**config.mk**
```make
export PLATFORM = sky130hd
export DESIGN_NAME = hilo_md_unit
export DESIGN_NICKNAME = d
export VERILOG_FILES = /design/src/rtl/hilo_md_pkg.sv /design/src/rtl/hilo_md_unit_hilo_regs.sv /design/src/rtl/hilo_md_unit.sv
export SDC_FILE = /design/constraint.sdc
export NUM_CORES = 2
export LEC_CHECK = 0
export ABC_CLOCK_PERIOD_IN_PS = 5400
export CORE_ASPECT_RATIO = 0.9
export CORE_MARGIN = 2
export CORE_UTILIZATION = 60
export DETAILED_ROUTE_END_ITERATION = 6
export MAX_ROUTING_LAYER = met4
export PLACE_DENSITY = 0.8
export REMOVE_ABC_BUFFERS = 1
export SYNTH_ARGS = -nofsm -noshare
export SYNTH_HDL_FRONTEND = slang
export SYNTH_SLANG_ARGS = --single-unit
export TNS_END_PERCENT = 50
```
**constraint.sdc**
```tcl
create_clock -name clk -period 5.4 [get_ports clk]
set_clock_uncertainty 0.05 [all_clocks]
set_input_delay 0.81 -clock clk [delete_from_list [all_inputs] [get_ports clk]]
set_output_delay 0.81 -clock clk [all_outputs]
set_load 0.05 [all_outputs]
```
**src/rtl/hilo_md_pkg.sv**
```systemverilog
// Shared types for the EX-stage multiply/divide controller and its HI/LO register pair.
package hilo_md_pkg;

  typedef enum logic [2:0] {
    MD_MULT  = 3'd0,
    MD_MULTU = 3'd1,
    MD_DIV   = 3'd2,
    MD_DIVU  = 3'd3,
    MD_MTHI  = 3'd4,
    MD_MTLO  = 3'd5
  } md_op_e;

  typedef enum logic [1:0] {
    ST_IDLE     = 2'd0,
    ST_MUL_WB   = 2'd1,
    ST_DIV_WAIT = 2'd2
  } md_state_e;

  localparam int DIV_NOMINAL_CYCLES = 34;

  // Widen a 32-bit operand to 64 bits so one unsigned multiplier serves MULT and MULTU.
  function automatic logic [63:0] ext32(input logic [31:0] v, input logic sgn);
    return {{32{sgn & v[31]}}, v};
  endfunction

endpackage

```
**src/rtl/hilo_md_unit_hilo_regs.sv**
```systemverilog
// Architectural HI/LO pair with independent write enables; both may be written together.
module hilo_regs (
  input  logic        clk,
  input  logic        resetn,
  input  logic        hi_we,
  input  logic        lo_we,
  input  logic [31:0] hi_d,
  input  logic [31:0] lo_d,
  output logic [31:0] hi_q,
  output logic [31:0] lo_q
);

  always_ff @(posedge clk or negedge resetn) begin
    if (!resetn) begin
      hi_q <= '0;
      lo_q <= '0;
    end else begin
      if (hi_we) hi_q <= hi_d;
      if (lo_we) lo_q <= lo_d;
    end
  end

endmodule

```
**src/rtl/hilo_md_unit.sv**
```systemverilog
// EX-stage multiply/divide controller: issues MULT/DIV/MTHI/MTLO, drives the external
// iterative divider, stalls the pipeline and writes results into the HI/LO pair.
module hilo_md_unit
  import hilo_md_pkg::*;
#(
  parameter int DIV_TIMEOUT = 40
) (
  input  logic        clk,
  input  logic        resetn,
  input  logic        md_valid,
  input  logic [2:0]  md_op,
  input  logic [31:0] md_a,
  input  logic [31:0] md_b,
  input  logic        md_flush,
  output logic        md_stall,
  output logic [31:0] hi_out,
  output logic [31:0] lo_out,
  output logic        md_err,
  output logic        div_req,
  output logic        div_signed,
  output logic [31:0] div_x,
  output logic [31:0] div_y,
  input  logic [31:0] div_s,
  input  logic [31:0] div_r,
  input  logic        div_complete
);

  localparam int WdW = $clog2(DIV_TIMEOUT + 1);

  md_state_e      state, next_state;
  md_op_e         op;
  logic           issue, is_mul, is_div, wd_expire;
  logic [63:0]    prod;
  logic [WdW-1:0] wd_cnt;
  logic           hi_we, lo_we;
  logic [31:0]    hi_d, lo_d;

  assign op     = md_op_e'(md_op);
  assign issue  = (state == ST_IDLE) && md_valid && !md_flush;
  assign is_mul = (op == MD_MULT) || (op == MD_MULTU);
  assign is_div = (op == MD_DIV) || (op == MD_DIVU);
  // Abort in the last permitted wait cycle; a flush or a late complete takes precedence.
  assign wd_expire = (state == ST_DIV_WAIT) && !div_complete && !md_flush &&
                     (wd_cnt == WdW'(DIV_TIMEOUT - 1));

  always_ff @(posedge clk or negedge resetn) begin
    if (!resetn) state <= ST_IDLE;
    else         state <= next_state;
  end

  always_comb begin
    next_state = state;
    case (state)
      ST_IDLE: begin
        if (issue && is_mul)      next_state = ST_MUL_WB;
        else if (issue && is_div) next_state = ST_DIV_WAIT;
      end
      ST_MUL_WB:   next_state = ST_IDLE;
      ST_DIV_WAIT: if (md_flush || div_complete || wd_expire) next_state = ST_IDLE;
      default:     next_state = ST_IDLE;
    endcase
  end

  always_comb begin
    md_stall = 1'b0;
    hi_we    = 1'b0;
    lo_we    = 1'b0;
    hi_d     = md_a;
    lo_d     = md_a;
    case (state)
      ST_IDLE: begin
        md_stall = issue && (is_mul || is_div);
        hi_we    = issue && (op == MD_MTHI);
        lo_we    = issue && (op == MD_MTLO);
      end
      ST_MUL_WB: begin
        hi_we = !md_flush;
        lo_we = !md_flush;
        hi_d  = prod[63:32];
        lo_d  = prod[31:0];
      end
      ST_DIV_WAIT: begin
        md_stall = !div_complete;
        hi_we    = div_complete && !md_flush;
        lo_we    = div_complete && !md_flush;
        hi_d     = div_r;
        lo_d     = div_s;
      end
      default: ;
    endcase
  end

  // Operands stay frozen for the whole divide; div_req tracks the registered state.
  always_ff @(posedge clk or negedge resetn) begin
    if (!resetn) begin
      prod       <= '0;
      div_x      <= '0;
      div_y      <= '0;
      div_signed <= 1'b0;
      div_req    <= 1'b0;
      md_err     <= 1'b0;
      wd_cnt     <= '0;
    end else begin
      div_req <= (next_state == ST_DIV_WAIT);
      md_err  <= wd_expire;
      if (issue && is_mul)
        prod <= ext32(md_a, op == MD_MULT) * ext32(md_b, op == MD_MULT);
      if (issue && is_div) begin
        div_x      <= md_a;
        div_y      <= md_b;
        div_signed <= (op == MD_DIV);
        wd_cnt     <= '0;
      end else if (state == ST_DIV_WAIT) begin
        wd_cnt <= wd_cnt + WdW'(1);
      end
    end
  end

  hilo_regs u_regs (
    .clk    (clk),
    .resetn (resetn),
    .hi_we  (hi_we),
    .lo_we  (lo_we),
    .hi_d   (hi_d),
    .lo_d   (lo_d),
    .hi_q   (hi_out),
    .lo_q   (lo_out)
  );

endmodule

```
After elaboration in Yosys (flattened, before gate mapping) --
Cells that the tools add are included.
Storage, ports and cells: input port bits 136, output and inout port bits 132, register bits after elaboration 203, logic and storage cells 55
Operators by class: eq/ne operators 9, mux-type cells 11, bitwise logic cells 2, reduce and logical (&&, ||, !) cells 21, $add $sub $neg 1, multipliers 1
Operator list (number):
- $pmux 32 s2 | 2
- $mul 33x33->64 | 1
- $mux 6 | 2
- $logic_and 1x1->1 | 11
- $add 6x1->6 const B | 1
- $eq 3x2->1 const B | 2
- $eq 3x3->1 const B | 2
- $eq 6x6->1 const B | 1
- $mux 2 | 3
- $pmux 1 s3 | 2
- $logic_or 1x1->1 | 5
- $eq 2x2->1 const B | 2
- $pmux 2 s2 | 1
- $eq 3x1->1 const B | 1
- $logic_not 3->1 | 1
- $and 1x1->1 | 2
- $eq 2x1->1 const B | 1
- $logic_not 1->1 | 2
- $logic_not 2->1 | 1
- $pmux 1 s2 | 1
- $reduce_bool 2->1 | 1

Depth between registers and ports, before layout --
depth after elaboration 8, depth in mapped cells 32, mapped depth without buffers 29

By module --
Synthesis repeated with hierarchy kept, for this count alone.
Unflattened totals: cells, all modules 5147, area, all modules 47435.5 µm²
Modules (own cells, without submodules):
- hilo_md_unit | cells an instance 5011, instances 1, seq. area each 3478.3 µm², area each 44745.4 µm²
- hilo_regs | cells an instance 136, instances 1, seq. area each 1601.5 µm², area each 2690.1 µm²

Worst setup path before layout --
Ideal clock, no wire load.
path type input-to-reg, start point input md_op[2], end point register prod[58], setup slack -3.507 ns, setup time 0.070 ns, stages on the path 30, path buffers 3, arrival time 8.787 ns, cells stage by stage nor3_1 -> and2_0 -> clkbuf_1 -> clkbuf_1 -> nand2_1 -> inv_1 -> fa_1 -> inv_1 -> fa_1 -> inv_1 -> fa_1 -> inv_1 -> fa_1 -> fa_1 -> fa_1 -> fa_1 -> fa_1 -> inv_1 -> ha_1 -> buf_4 -> a21oi_2 -> o21ai_1 -> a21oi_1 -> nor2b_1 -> o41ai_1 -> o21ai_1 -> a221oi_2 -> o221ai_2 -> or4_1 -> nand3_1
Between the ends: word-level cells in the longest chain between the ends 3, elaborated cells on any way between the ends 7
RTL lines:
- start: declaration | line hilo_md_unit.sv:11 | input logic [2:0] md_op,
- $logic_not 3->1 / $eq 3x1->1 (equally long branches) | line hilo_md_unit.sv:40, hilo_md_unit.sv:107
- $and 1x1->1 / $logic_or 1x1->1 (equally long branches) | line hilo_md_pkg.sv:23, hilo_md_unit.sv:40
- $mul 33x33->64 / $logic_and 1x1->1 (equally long branches) | line hilo_md_unit.sv:107, hilo_md_unit.sv:106
- end signal: assignment | line hilo_md_unit.sv:107 | prod <= ext32(md_a, op == MD_MULT) * ext32(md_b, op == MD_MULT);
- end: declaration | line hilo_md_unit.sv:33 | logic [63:0] prod;
Several ways; a longest one is shown, not always the timed one. A chain may end at the register's enable or synchronous reset.

Final worst setup path --
start point input md_op[1], end point register prod[58]
Same word-level chain as after synthesis.

==> flow_summary.yaml <==
outcome:
  status: "finished, violations left"
  violations: "setup timing"
final_layout:
  final_cell_mix: "1,072 x inv_1, 1,059 x fa_1, 953 x nand2_1, 491 x buf_4, 370 x and2_1"
  fin_cells: 6813
  layout-drive-gt1-share: 0.203
  nets: 7218
  fin_util: 0.767
  final_common_cell: "inv_1"
  finish.instance_area_um2: 59400
  area_delta_synth_final_pct: 27.0
clocking:
  clock_latency_ns: 0.55
  clock-sinks: 203
  clockBufferDepth: 3
  tritoncts: "built"
  cts_made_buffers: 22
  htreeDepth: 1
  cts.reportedPaths.clkPinSlew_ns: 0.07
  cts-root-buf: "clkbuf_16"
timing:
  slew_violations: 0
  fmax_mhz: 125
  min_period_ns: 8.03
  post-route-period-util: 1.49
  setup_violations: 55
  relSlewSlack: 0.236
  layout_setup_ws_ns: -2.63
  max_slew.worst_pin.slew_ns: 1.14
  hold_violations: 0
  fin_hold_ws_ns: 0.141
  rsz0062_at_grt: "true"
synthesis:
  ys.warnings.count: 0
  synth_seq_area_share: 0.109
  avgSynthCellArea_um2: 9.19
  async_reset_ff_frac: 1.00
  yosys_most_used_dff: "dfrtp_1"
  ys_types: 68
  synth.cell_area_um2: 46700
  synth-seq-cells: 203
  synth-edff-count: 0
  syn_inst: 5086
worst_setup_path:
  cp_slowest_cell: "fa_1"
  endpoint_kind: "register"
  crit_fanout: 6
  critical_path_class: "in -> reg"
  critPathLaunchType: "input pin"
  crit_buf_inv: 11
  path_common_cell: "fa_1"
  critPathMaxStageDelay_ns: 0.57
  cp.required_ns: 5.82
  crit_arrival_ns: 8.45
  cpLargestDelayFamily: "adder cells"
place:
  hpwl_um: 121000
  portBuffers: 267
  dpl_cell_area_um2: 54700
  placed_cells: 6608
  gp_congestion: 1.02
detailed_routing:
  final_antenna_net_count: 0
  drtIter0Drc: 4230
  firstDrtPassIters: 6
  viasPerCell: 5.90
  routedWlPerCell_um: 25.1
  wl_um: 171000
  route.detailed.drc: 0
  route.vias.total: 40200
grt:
  grt_usage: 0.430
  grt_max_degree: 141
  antenna_found_initial: 13
  overflow: 0
  grt_pass1_wl_um: 250000
  grt_pass1_vias: 43000
job:
  max_cap_viol_count: 0
die:
  die_h_um: 269
  ios: 268
  num_rows: 97
  die-area_um2: 80200
  die_x_um: 298
  initial_utilization: 0.604
  fp.coreArea_um2: 77400
hold_path:
  hold_path.class: "in -> async"
[final cells by class]
cell class / instances / area (µm²)
inverters: 1127 / 4250
fillers: 4856 / 18100
multi-input cells: 3432 / 38000
well taps: 1039 / 1300
clock inverters: 10 / 86.3
clock buffers: 29 / 617
diodes: 19 / 47.5
flip-flops and latches: 203 / 5080
repair buffers: 954 / 9950
[per-layer routing]
metal	vias up	global-route usage	wire, µm
met4	0	0.196	11600
met5	-	-	0
li1	16200	-	-
met3	858	0.168	26300
met2	3049	0.649	76200
met1	20100	0.513	56900
[flip-flops by register name, summed over array words and instances, names as in the netlist]
signal	flops
wd_cnt	6
div_signed	1
state	2
u_regs.hi_q	32
md_err	1
div_y	32
div_req	1
div_x	32
u_regs.lo_q	32
prod	64
[Yosys cell counts, drive strengths merged, types with 2 or more instances]
library cell	number	share of area
buf	20	0.0026
a211oi	39	0.0066
inv	1127	0.091
nor4bb	2	0.00043
and4	3	0.00056
ha	217	0.058
o221ai	2	0.00051
o21bai	16	0.0026
nand4	15	0.0020
xor2	25	0.0047
nor3	10	0.0011
mux2	34	0.0082
a21o	63	0.010
a41oi	4	0.00075
and2	384	0.051
fa	1125	0.48
o31ai	5	0.00080
nand3	24	0.0026
o41ai	2	0.00037
and3	22	0.0029
a221oi	2	0.00051
dfrtp	203	0.11
or2	11	0.0015
nor2b	7	0.00094
nand2b	5	0.00067
a22oi	64	0.010
clkbuf	304	0.024
a31oi	12	0.0017
a21oi	109	0.012
a21boi	6	0.00096
xnor2	58	0.011
o21a	3	0.00048
nor4b	2	0.00051
o21ai	84	0.0090
nor2	79	0.0063
o211ai	7	0.0012
nand2	977	0.079
[path summary, 6_finish.rpt]
path | slack, ns | end | depth (start not counted) | startpoint
max in group asynchronous | 3.93 | u_regs.hi_q[19]$_DFFE_PN0P_ | 2 | resetn
worst min register to register | 0.43 | u_regs.hi_q[1]$_DFFE_PN0P_ | 1 | u_regs.hi_q[1]$_DFFE_PN0P_
worst min-delay path | 0.14 | md_err$_DFF_PN0_ | 1 | resetn
worst max register to register | 2.12 | u_regs.lo_q[26]$_DFFE_PN0P_ | 8 | state[0]$_DFF_PN0_
worst max-delay path | -2.63 | prod[58]$_DFFE_PN0P_ | 30 | md_op[1]
min in group clk | 0.43 | u_regs.hi_q[1]$_DFFE_PN0P_ | 1 | u_regs.hi_q[1]$_DFFE_PN0P_
[logic make-up after synthesis]
kind of cell / count (synthesis) / synth area share
and+or+nand+nor: 1544 / 0.150
buffers and inverters: 1451 / 0.118
adders and majority gates: 1342 / 0.540
AOI/OAI and AO/OA: 428 / 0.0600
DFF: 203 / 0.109
xor gates and xnor gates: 83 / 0.0156
muxes: 35 / 0.00841
[through the flow]
stage | worst slack (ns) | TNS [ns]
after global placement | -3.69 | -155.32
after detailed placement | -3.81 | -158.95
after CTS | -2.72 | -97.29
after global routing | -2.82 | -112.43
final | -2.63 | -103.98
after floorplan | -3.73 | -117.86
[timing repair]
item	in CTS	in global routing
setup buffers	87	38
setup endpoints to repair	55	56
hold buffers	0	0
hold endpoints to repair	0	0
pin swaps	142	208
gates cloned	19	8
resized for setup	446	273
Power is not shown: default switching activity piles up to over one toggle a cycle in this logic, so the estimate is an artifact.
